$ cat config.mk
export PLATFORM = sky130hd
export DESIGN_NAME = reg_writeback_ctrl
export DESIGN_NICKNAME = d
export VERILOG_FILES = /design/src/rtl/reg_writeback_ctrl.sv
export SDC_FILE = /design/constraint.sdc
export NUM_CORES = 1
export LEC_CHECK = 0
export CAP_MARGIN = 10
export CELL_PAD_IN_SITES_DETAIL_PLACEMENT = 1
export CELL_PAD_IN_SITES_GLOBAL_PLACEMENT = 1
export CORE_MARGIN = 3
export CORE_UTILIZATION = 44
export CTS_CLUSTER_DIAMETER = 120
export DETAILED_ROUTE_END_ITERATION = 7
export PLACE_DENSITY = 0.8
export SYNTH_ARGS = -nofsm -noshare
export SYNTH_HDL_FRONTEND = slang
export SYNTH_SLANG_ARGS = --single-unit
$ cat constraint.sdc
create_clock -name CLK -period 3.6 [get_ports CLK]
set_clock_uncertainty 0.2 [all_clocks]
set_input_delay 0.54 -clock CLK [delete_from_list [all_inputs] [get_ports CLK]]
set_output_delay 0.54 -clock CLK [all_outputs]
set_load 0.01 [all_outputs]
$ cat src/rtl/reg_writeback_ctrl.sv
// Register-file write-port arbiter: merges single-cycle ALU results with queued LSU results,
// one registered write per cycle, with aging so LSU results cannot starve.
module reg_writeback_ctrl #(
  parameter int unsigned DATA_WIDTH   = 32,
  parameter int unsigned ADDR_WIDTH   = 5,
  parameter int unsigned DEPTH        = 4,
  parameter int unsigned STARVE_LIMIT = 3
) (
  input  logic                    CLK,
  input  logic                    RESET,
  input  logic                    ALU_VALID,
  output logic                    ALU_READY,
  input  logic [ADDR_WIDTH-1:0]   ALU_ADDRESS,
  input  logic [DATA_WIDTH-1:0]   ALU_DATA,
  input  logic                    LSU_VALID,
  output logic                    LSU_READY,
  input  logic [ADDR_WIDTH-1:0]   LSU_ADDRESS,
  input  logic [DATA_WIDTH-1:0]   LSU_DATA,
  output logic                    WRITE_ENABLE,
  output logic [ADDR_WIDTH-1:0]   WRITE_ADDRESS,
  output logic [DATA_WIDTH-1:0]   WRITE_DATA,
  output logic [$clog2(DEPTH):0]  FIFO_COUNT,
  output logic                    BUSY
);

  localparam int unsigned PtrW = $clog2(DEPTH);
  localparam int unsigned CntW = $clog2(DEPTH) + 1;
  localparam int unsigned StW  = $clog2(STARVE_LIMIT + 1);

  localparam logic [CntW-1:0] DepthC  = CntW'(DEPTH);
  localparam logic [StW-1:0]  StarveC = StW'(STARVE_LIMIT);

  logic [ADDR_WIDTH-1:0] fifo_addr_q [DEPTH];
  logic [DATA_WIDTH-1:0] fifo_data_q [DEPTH];

  logic [PtrW-1:0]       wr_ptr_q, wr_ptr_d;
  logic [PtrW-1:0]       rd_ptr_q, rd_ptr_d;
  logic [CntW-1:0]       count_q, count_d;
  logic [StW-1:0]        starve_q, starve_d;
  logic                  we_q, we_d;
  logic [ADDR_WIDTH-1:0] waddr_q, waddr_d;
  logic [DATA_WIDTH-1:0] wdata_q, wdata_d;

  logic force_pri;
  logic fifo_ne;
  logic alu_wr;
  logic lsu_push;
  logic pop;

  // Readies depend only on registered state, never on the VALIDs.
  assign force_pri = (starve_q == StarveC);
  assign ALU_READY = ~force_pri;
  assign LSU_READY = (count_q < DepthC);
  assign fifo_ne   = (count_q != '0);

  // Writes to x0 complete the handshake but are discarded.
  assign alu_wr   = ALU_VALID & ~force_pri & (ALU_ADDRESS != '0);
  assign lsu_push = LSU_VALID & LSU_READY & (LSU_ADDRESS != '0);
  assign pop      = fifo_ne & (force_pri | ~alu_wr);

  always_comb begin
    we_d    = 1'b0;
    waddr_d = waddr_q;
    wdata_d = wdata_q;
    if (pop) begin
      we_d    = 1'b1;
      waddr_d = fifo_addr_q[rd_ptr_q];
      wdata_d = fifo_data_q[rd_ptr_q];
    end else if (alu_wr) begin
      we_d    = 1'b1;
      waddr_d = ALU_ADDRESS;
      wdata_d = ALU_DATA;
    end
  end

  always_comb begin
    wr_ptr_d = lsu_push ? wr_ptr_q + PtrW'(1) : wr_ptr_q;
    rd_ptr_d = pop ? rd_ptr_q + PtrW'(1) : rd_ptr_q;
    count_d  = count_q;
    unique case ({lsu_push, pop})
      2'b10:   count_d = count_q + CntW'(1);
      2'b01:   count_d = count_q - CntW'(1);
      default: count_d = count_q;
    endcase
  end

  always_comb begin
    starve_d = starve_q;
    if (!fifo_ne || pop) begin
      starve_d = '0;
    end else if (starve_q != StarveC) begin
      starve_d = starve_q + StW'(1);
    end
  end

  always_ff @(posedge CLK) begin
    if (RESET) begin
      wr_ptr_q <= '0;
      rd_ptr_q <= '0;
      count_q  <= '0;
      starve_q <= '0;
      we_q     <= 1'b0;
      waddr_q  <= '0;
      wdata_q  <= '0;
    end else begin
      wr_ptr_q <= wr_ptr_d;
      rd_ptr_q <= rd_ptr_d;
      count_q  <= count_d;
      starve_q <= starve_d;
      we_q     <= we_d;
      waddr_q  <= waddr_d;
      wdata_q  <= wdata_d;
    end
  end

  // Storage needs no reset; occupancy is tracked by count and pointers.
  always_ff @(posedge CLK) begin
    if (!RESET && lsu_push) begin
      fifo_addr_q[wr_ptr_q] <= LSU_ADDRESS;
      fifo_data_q[wr_ptr_q] <= LSU_DATA;
    end
  end

  assign WRITE_ENABLE  = we_q;
  assign WRITE_ADDRESS = waddr_q;
  assign WRITE_DATA    = wdata_q;
  assign FIFO_COUNT    = count_q;
  assign BUSY          = fifo_ne | we_q;

endmodule
==> Yosys cells after proc, flatten, opt, wreduce, memory -nomap -nowiden <==
Memories as Yosys holds them, arrays and structs flattened. A register that Yosys moved wholly into a read port is not among the register bits.
Index checks and enable logic that the tools add are counted.
W data, S select, Z words.
{ "word_totals": {"regBits": 47, "latchBits": 0, "ram_bits": 148, "mem_bits_ro": 0, "inputBits": 78, "out_inout_bits": 44, "word_cells": 51, "n_memories": 2} }
{ "op_classes": {"addsub": 5, "n_mul": 0, "n_div": 0, "magnitude_cmp": 1, "n_eq_ne": 4, "n_shift": 0, "n_mux": 13, "bitwise": 9, "reduce_logical": 10} }
{ "memory_table": {"columns": ["memory", "depth", "word_bits", "rd", "rd_clocked_by_memory_dff", "wr", "line", "source"], "rows": [
  ["fifo_data_q", 4, 32, 1, 1, 1, "34", "logic [DATA_WIDTH-1:0] fifo_data_q [DEPTH];"],
  ["fifo_addr_q", 4, 5, 1, 1, 1, "33", "logic [ADDR_WIDTH-1:0] fifo_addr_q [DEPTH];"]
]} }
{ "op_table": {"columns": ["cell", "n"], "rows": [
  ["$mux W32", 2],
  ["$mux W5", 2],
  ["$reduce_bool A5 Y1", 2],
  ["$mux W2", 4],
  ["$add A2 B1 Y2 const B", 3],
  ["$pmux W3 S2", 1],
  ["$and A1 B1 Y1", 5],
  ["$eq A2 B2 Y1 const B", 2],
  ["$mux W1", 4],
  ["$reduce_bool A2 Y1", 2],
  ["$add A3 B1 Y3 const B", 1],
  ["$lt A3 B3 Y1 const B", 1],
  ["$reduce_bool A3 Y1", 1],
  ["$sub A3 B1 Y3 const B", 1],
  ["$eq A2 B1 Y1 const B", 1],
  ["$logic_not A1 Y1", 2],
  ["$ne A2 B2 Y1 const B", 1],
  ["$not A1 Y1", 2],
  ["$or A1 B1 Y1", 2],
  ["$reduce_or A2 Y1", 1],
  ["$logic_and A1 B1 Y1", 1],
  ["$logic_or A1 B1 Y1", 1]
]} }

==> Logic depth before layout (Yosys ltp) <==
{ "logic_depth": {"word_depth": 9, "depth_mapped": 12, "depth_no_buf": 10} }

==> Least setup slack after synthesis <==
No wires, ideal clock.
{ "synth_path": {"path_kind": "input port to flip-flop", "startpoint": "input port ALU_ADDRESS[0]", "endpoint": "register count_q[2], in the netlist FIFO_COUNT[2]", "setup_ns": 0.071, "arrival_time_ns": 2.784, "t_required_ns": 3.329, "setup_slack_ns": 0.545, "stages": 11, "n_path_buf": 2, "path_cell_list": "or4_4 -> o21a_1 -> buf_2 -> buf_6 -> nor2_1 -> ha_1 -> inv_1 -> fa_1 -> xor2_1 -> or3_1 -> a21oi_1"} }
{ "synth_between": {"elab_chain_cells": 7, "elab_cells_between_ends": 9, "cone_classes": "2 x eq/ne; 1 x mux; 4 x bitwise; 2 x reduce/logical"} }
{ "synth_lines": {"columns": ["element", "line", "source"], "rows": [
  ["start: declaration", "13", "input logic [ADDR_WIDTH-1:0] ALU_ADDRESS,"],
  ["$reduce_bool A5 Y1 (*)", "57", "assign alu_wr = ALU_VALID & ~force_pri & (ALU_ADDRESS != '0);"],
  ["$and A1 B1 Y1 (*)", "57", null],
  ["$not A1 Y1 (*)", "59", "assign pop = fifo_ne & (force_pri | ~alu_wr);"],
  ["$or A1 B1 Y1 (*)", "59", null],
  ["$and A1 B1 Y1 (*)", "59", null],
  ["$eq A2 B1 Y1 / $eq A2 B2 Y1 (equally long branches)", "80", "unique case ({lsu_push, pop})"],
  ["$pmux W3 S2 / $reduce_bool A2 Y1 (equally long branches)", null, null],
  ["end signal: assignment", "108", "count_q <= count_d;"],
  ["end: declaration", "38", "logic [CntW-1:0] count_q, count_d;"]
]} }
Every way passes the cells marked *; elsewhere a longest branch is shown, timed or not.
A chain may end at the register's enable or synchronous reset.

==> Worst setup path in the final report <==
{ "layout_path": {"startpoint": "input port LSU_ADDRESS[0]", "endpoint": "register count_q[2], in the netlist FIFO_COUNT[2]"} }
{ "layout_between": {"elab_chain_cells": 4, "elab_cells_between_ends": 6, "cone_classes": "2 x eq/ne; 1 x mux; 1 x bitwise; 2 x reduce/logical"} }
{ "layout_lines": {"columns": ["element", "line", "source"], "rows": [
  ["start: declaration", "17", "input logic [ADDR_WIDTH-1:0] LSU_ADDRESS,"],
  ["$reduce_bool A5 Y1 (*)", "58", "assign lsu_push = LSU_VALID & LSU_READY & (LSU_ADDRESS != '0);"],
  ["$and A1 B1 Y1 (*)", "58", null],
  ["$eq A2 B1 Y1 / $eq A2 B2 Y1 (equally long branches)", "80", null],
  ["$pmux W3 S2 / $reduce_bool A2 Y1 (equally long branches)", null, null]
]} }
Marked as above.

==> results by group <==
Finish
  – Fin nets: about 670
  – Final cell count without fillers: a little over 800
  – Filler cells: roughly 1500
  – Most common cell after layout, fill and taps aside: edfxtp_1
  – Layout cell share with drive strength beyond 1: 0.144
  – Multi-input gate area: just under 0.002 mm²
  – Synth-to-layout area growth: 27.7%
  – Reg area: 0.00543 mm²
  – Commonest non-fill, non-tap cells in the layout: edfxtp_1, clkdlybuf4s50_1, dfxtp_1
  – Post-route cell area: between 0.009 and 0.01 mm²

Clocking
  – Inserted Clock Buffers: 17
  – Hold_buf cts: 0
  – Setup Buffers After CTS: 0
  – H-tree Lvls: 4
  – Worst-case clock buffer depth: 2
  – Worst skew pair latency: between 0.4 and 0.5 ns
  – Clock Pin Slew Worst Setup and Hold Paths: 0.07 ns
  – CTS resizes: 0
  – CTS tree: done
  – Root Buffer: clkbuf_16
  – Sinks on Clock Net: approximately 200

Global routing
  – First-pass GRT wire length: roughly 29 mm
  – GR Overflow Total: 0
  – Routing usage on met2: 0.355
  – GRT Max-Usage Layer: met2
  – Largest net degree at the start of global routing: between 40 and 50
  – Vias in the first global route: between 5000 and 6000
  – Antenna violations before repair: 0
  – Met1 Track Usage GR: 0.258
  – Met3 Use GR: 0.0518
  – GRT Overall Usage: 0.207

Floorplan
  – DIE HEIGHT: roughly 140 µm
  – Starting Density: 0.452
  – Area of the die: 0.0187 mm²
  – Ports: ~120
  – Placeable Area: about 0.017 mm²
  – Die X: 137 µm
  – Num rows: between 40 and 50

Power and ir drop
  – Leak: 3.16 nW
  – P per Cell Area: ~670 mW/mm²
  – Total power: roughly 0.0065 W
  – Peak VDD IR: 0.000413 V

Drt
  – Vias: between 4000 and 5000
  – Vias/cell: 5.43
  – TritonRoute pass-1 iters: 4
  – WL final: 18.6 mm
  – Final antenna-violating net count: 0
  – DRC: 0
  – Average routed wire per standard cell: 22.8 µm
  – 1st-iter DRT viols: approximately 240

Yosys
  – Syn Inst Count: 464
  – Unique cell type count in the Yosys netlist: 37
  – Mapped cell area: 0.00752 mm²
  – Syn_area_per_cell: roughly 16 µm²
  – Synth warnings: 0
  – Synthesized flop and latch total: roughly 200
  – Net Count, Synth: about 550
  – Sequential area share after synthesis: 0.721

Timing
  – Final Max Tran Viols: 0
  – Fmax: around 0.32 GHz
  – RSZ-0062 raised after global routing: no
  – Slew headroom: 0.266
  – Fin crit share: 0.856
  – Final Critical Period: between 3 and 4 ns
  – Final hold vios: 0
  – Setup TNS: 0 ns
  – Finish-stage setup viols: 0
  – Worst-Margin Slew: 1.10 ns

Hold path
  – Hold crit path type: flip-flop to flip-flop

Worst setup path
  – Crit-path max FO: 5
  – Data required, critical path: roughly 3.7 ns
  – Crit end category: flip-flop
  – CP startpoint kind: input pin
  – Arr. time, crit path: between 3 and 4 ns
  – Critical path type: input pin to flip-flop

Place
  – I/O Buffers: roughly 120
  – DP HPWL: about 12 mm
  – Placed insts: around 800
  – GPL Wtd Cong: 0.697
  – Placed Area: between 0.008 and 0.009 mm²

Job
  – # Max-Cap Violations: 0

Outcome
  – Status: complete, no violations
[sequential cells by signal (all words and copies together), names as in the netlist, named ones only]
signal and count:
WRITE_ENABLE 1, FIFO_COUNT 3, starve_q 2, fifo_data_q 128, rd_ptr_q 2, WRITE_DATA 32
fifo_addr_q 20, wr_ptr_q 2, WRITE_ADDRESS 5
[metrics by stage]
stage	setup slack (ns)	utilization	hold slack, ns
final	0.519	0.577	0.299
after CTS	0.565	0.577	0.298
after floorplan	0.545	-	0.253
after detailed placement	0.125	0.539	0.288
after global placement	0.293	0.539	0.252
after global routing	0.464	0.577	0.331
[cells in the mapped netlist, drive strengths merged]
cell,count,area (µm²)
and2,4,25.0
ha,6,75.1
nor3,1,5.00
mux2i,2,20.0
xnor2,1,8.76
o21a,1,7.51
buf,14,80.1
mux2,2,22.5
mux4,37,833
nand2b,1,6.26
nor2b,1,6.26
nor4,2,12.5
a22oi,2,15.0
o211ai,1,12.5
inv,8,30.0
nor2,44,165
dfxtp,49,981
o31ai,1,7.51
clkbuf,15,57.6
fa,1,20.0
nand3,1,5.00
edfxtp,148,4440
or4,3,26.3
xor2,3,26.3
nand2,35,131
or3,2,12.5
o21ai,3,18.8
a211oi,35,263
a21oi,41,205
[worst paths after layout]
path                                          startpoint                    endpoint  slack (ns)  cells past startpoint
worst min register to register  rd_ptr_q[1]$_SDFFE_PP0N_                   flip-flop        0.30                      2
worst max register to register  starve_q[0]$_SDFFE_PP0N_  FIFO_COUNT[2]$_SDFFE_PP0P_        1.00                     10
worst max-delay path                      LSU_ADDRESS[0]  FIFO_COUNT[2]$_SDFFE_PP0P_        0.52                      9
worst min-delay path            rd_ptr_q[1]$_SDFFE_PP0N_                   flip-flop        0.30                      2
[per-layer routing]
metal / up-vias / routed length [µm]
met4: 0 / 264
met3: 18 / 1080
met1: 2247 / 7490
met2: 143 / 9800
li1: 2025 / -
met5: - / 0
[power breakdown]
part           total (W)  switching, W  internal [W]
Sequential       0.00281      0.000137       0.00267
Clock            0.00205      0.000780       0.00127
Combinational    0.00161      0.000904      0.000705
[worst max-delay path, cell delays in order]
cell	delay [ns]
clkdlybuf4s50_1	0.50
or4_1	0.64
o211ai_2	0.20
ha_1	0.22
inv_1	0.07
fa_1	0.40
xor2_1	0.18
or3_1	0.32
a21oi_1	0.16
[logic make-up (layout without fill, tap and decap cells)]
kind of cell	count (synthesis)	after routing	synth area share
flip-flops	197	197	0.721
adder cells (fa/ha/maj)	7	7	0.0126
other	0	1	0
XOR/XNOR	4	4	0.00466
AND/OR/NAND/NOR	94	94	0.0526
AO/OA/AOI/OAI	84	84	0.0703
multiplexers	41	41	0.116
buffers and inverters	37	169	0.0223
[final cells by class]
type,instances,share of cell area
Sequential cell,197,0.565
Multi-Input combinational cell,230,0.203
Timing Repair Buffer,129,0.133
Clock buffer,23,0.0487
Tap cell,220,0.0287
Clock inverter,9,0.0181
Inverter,8,0.00313
Antenna cell,1,0.000260
Power figures use the tool's default switching activity.
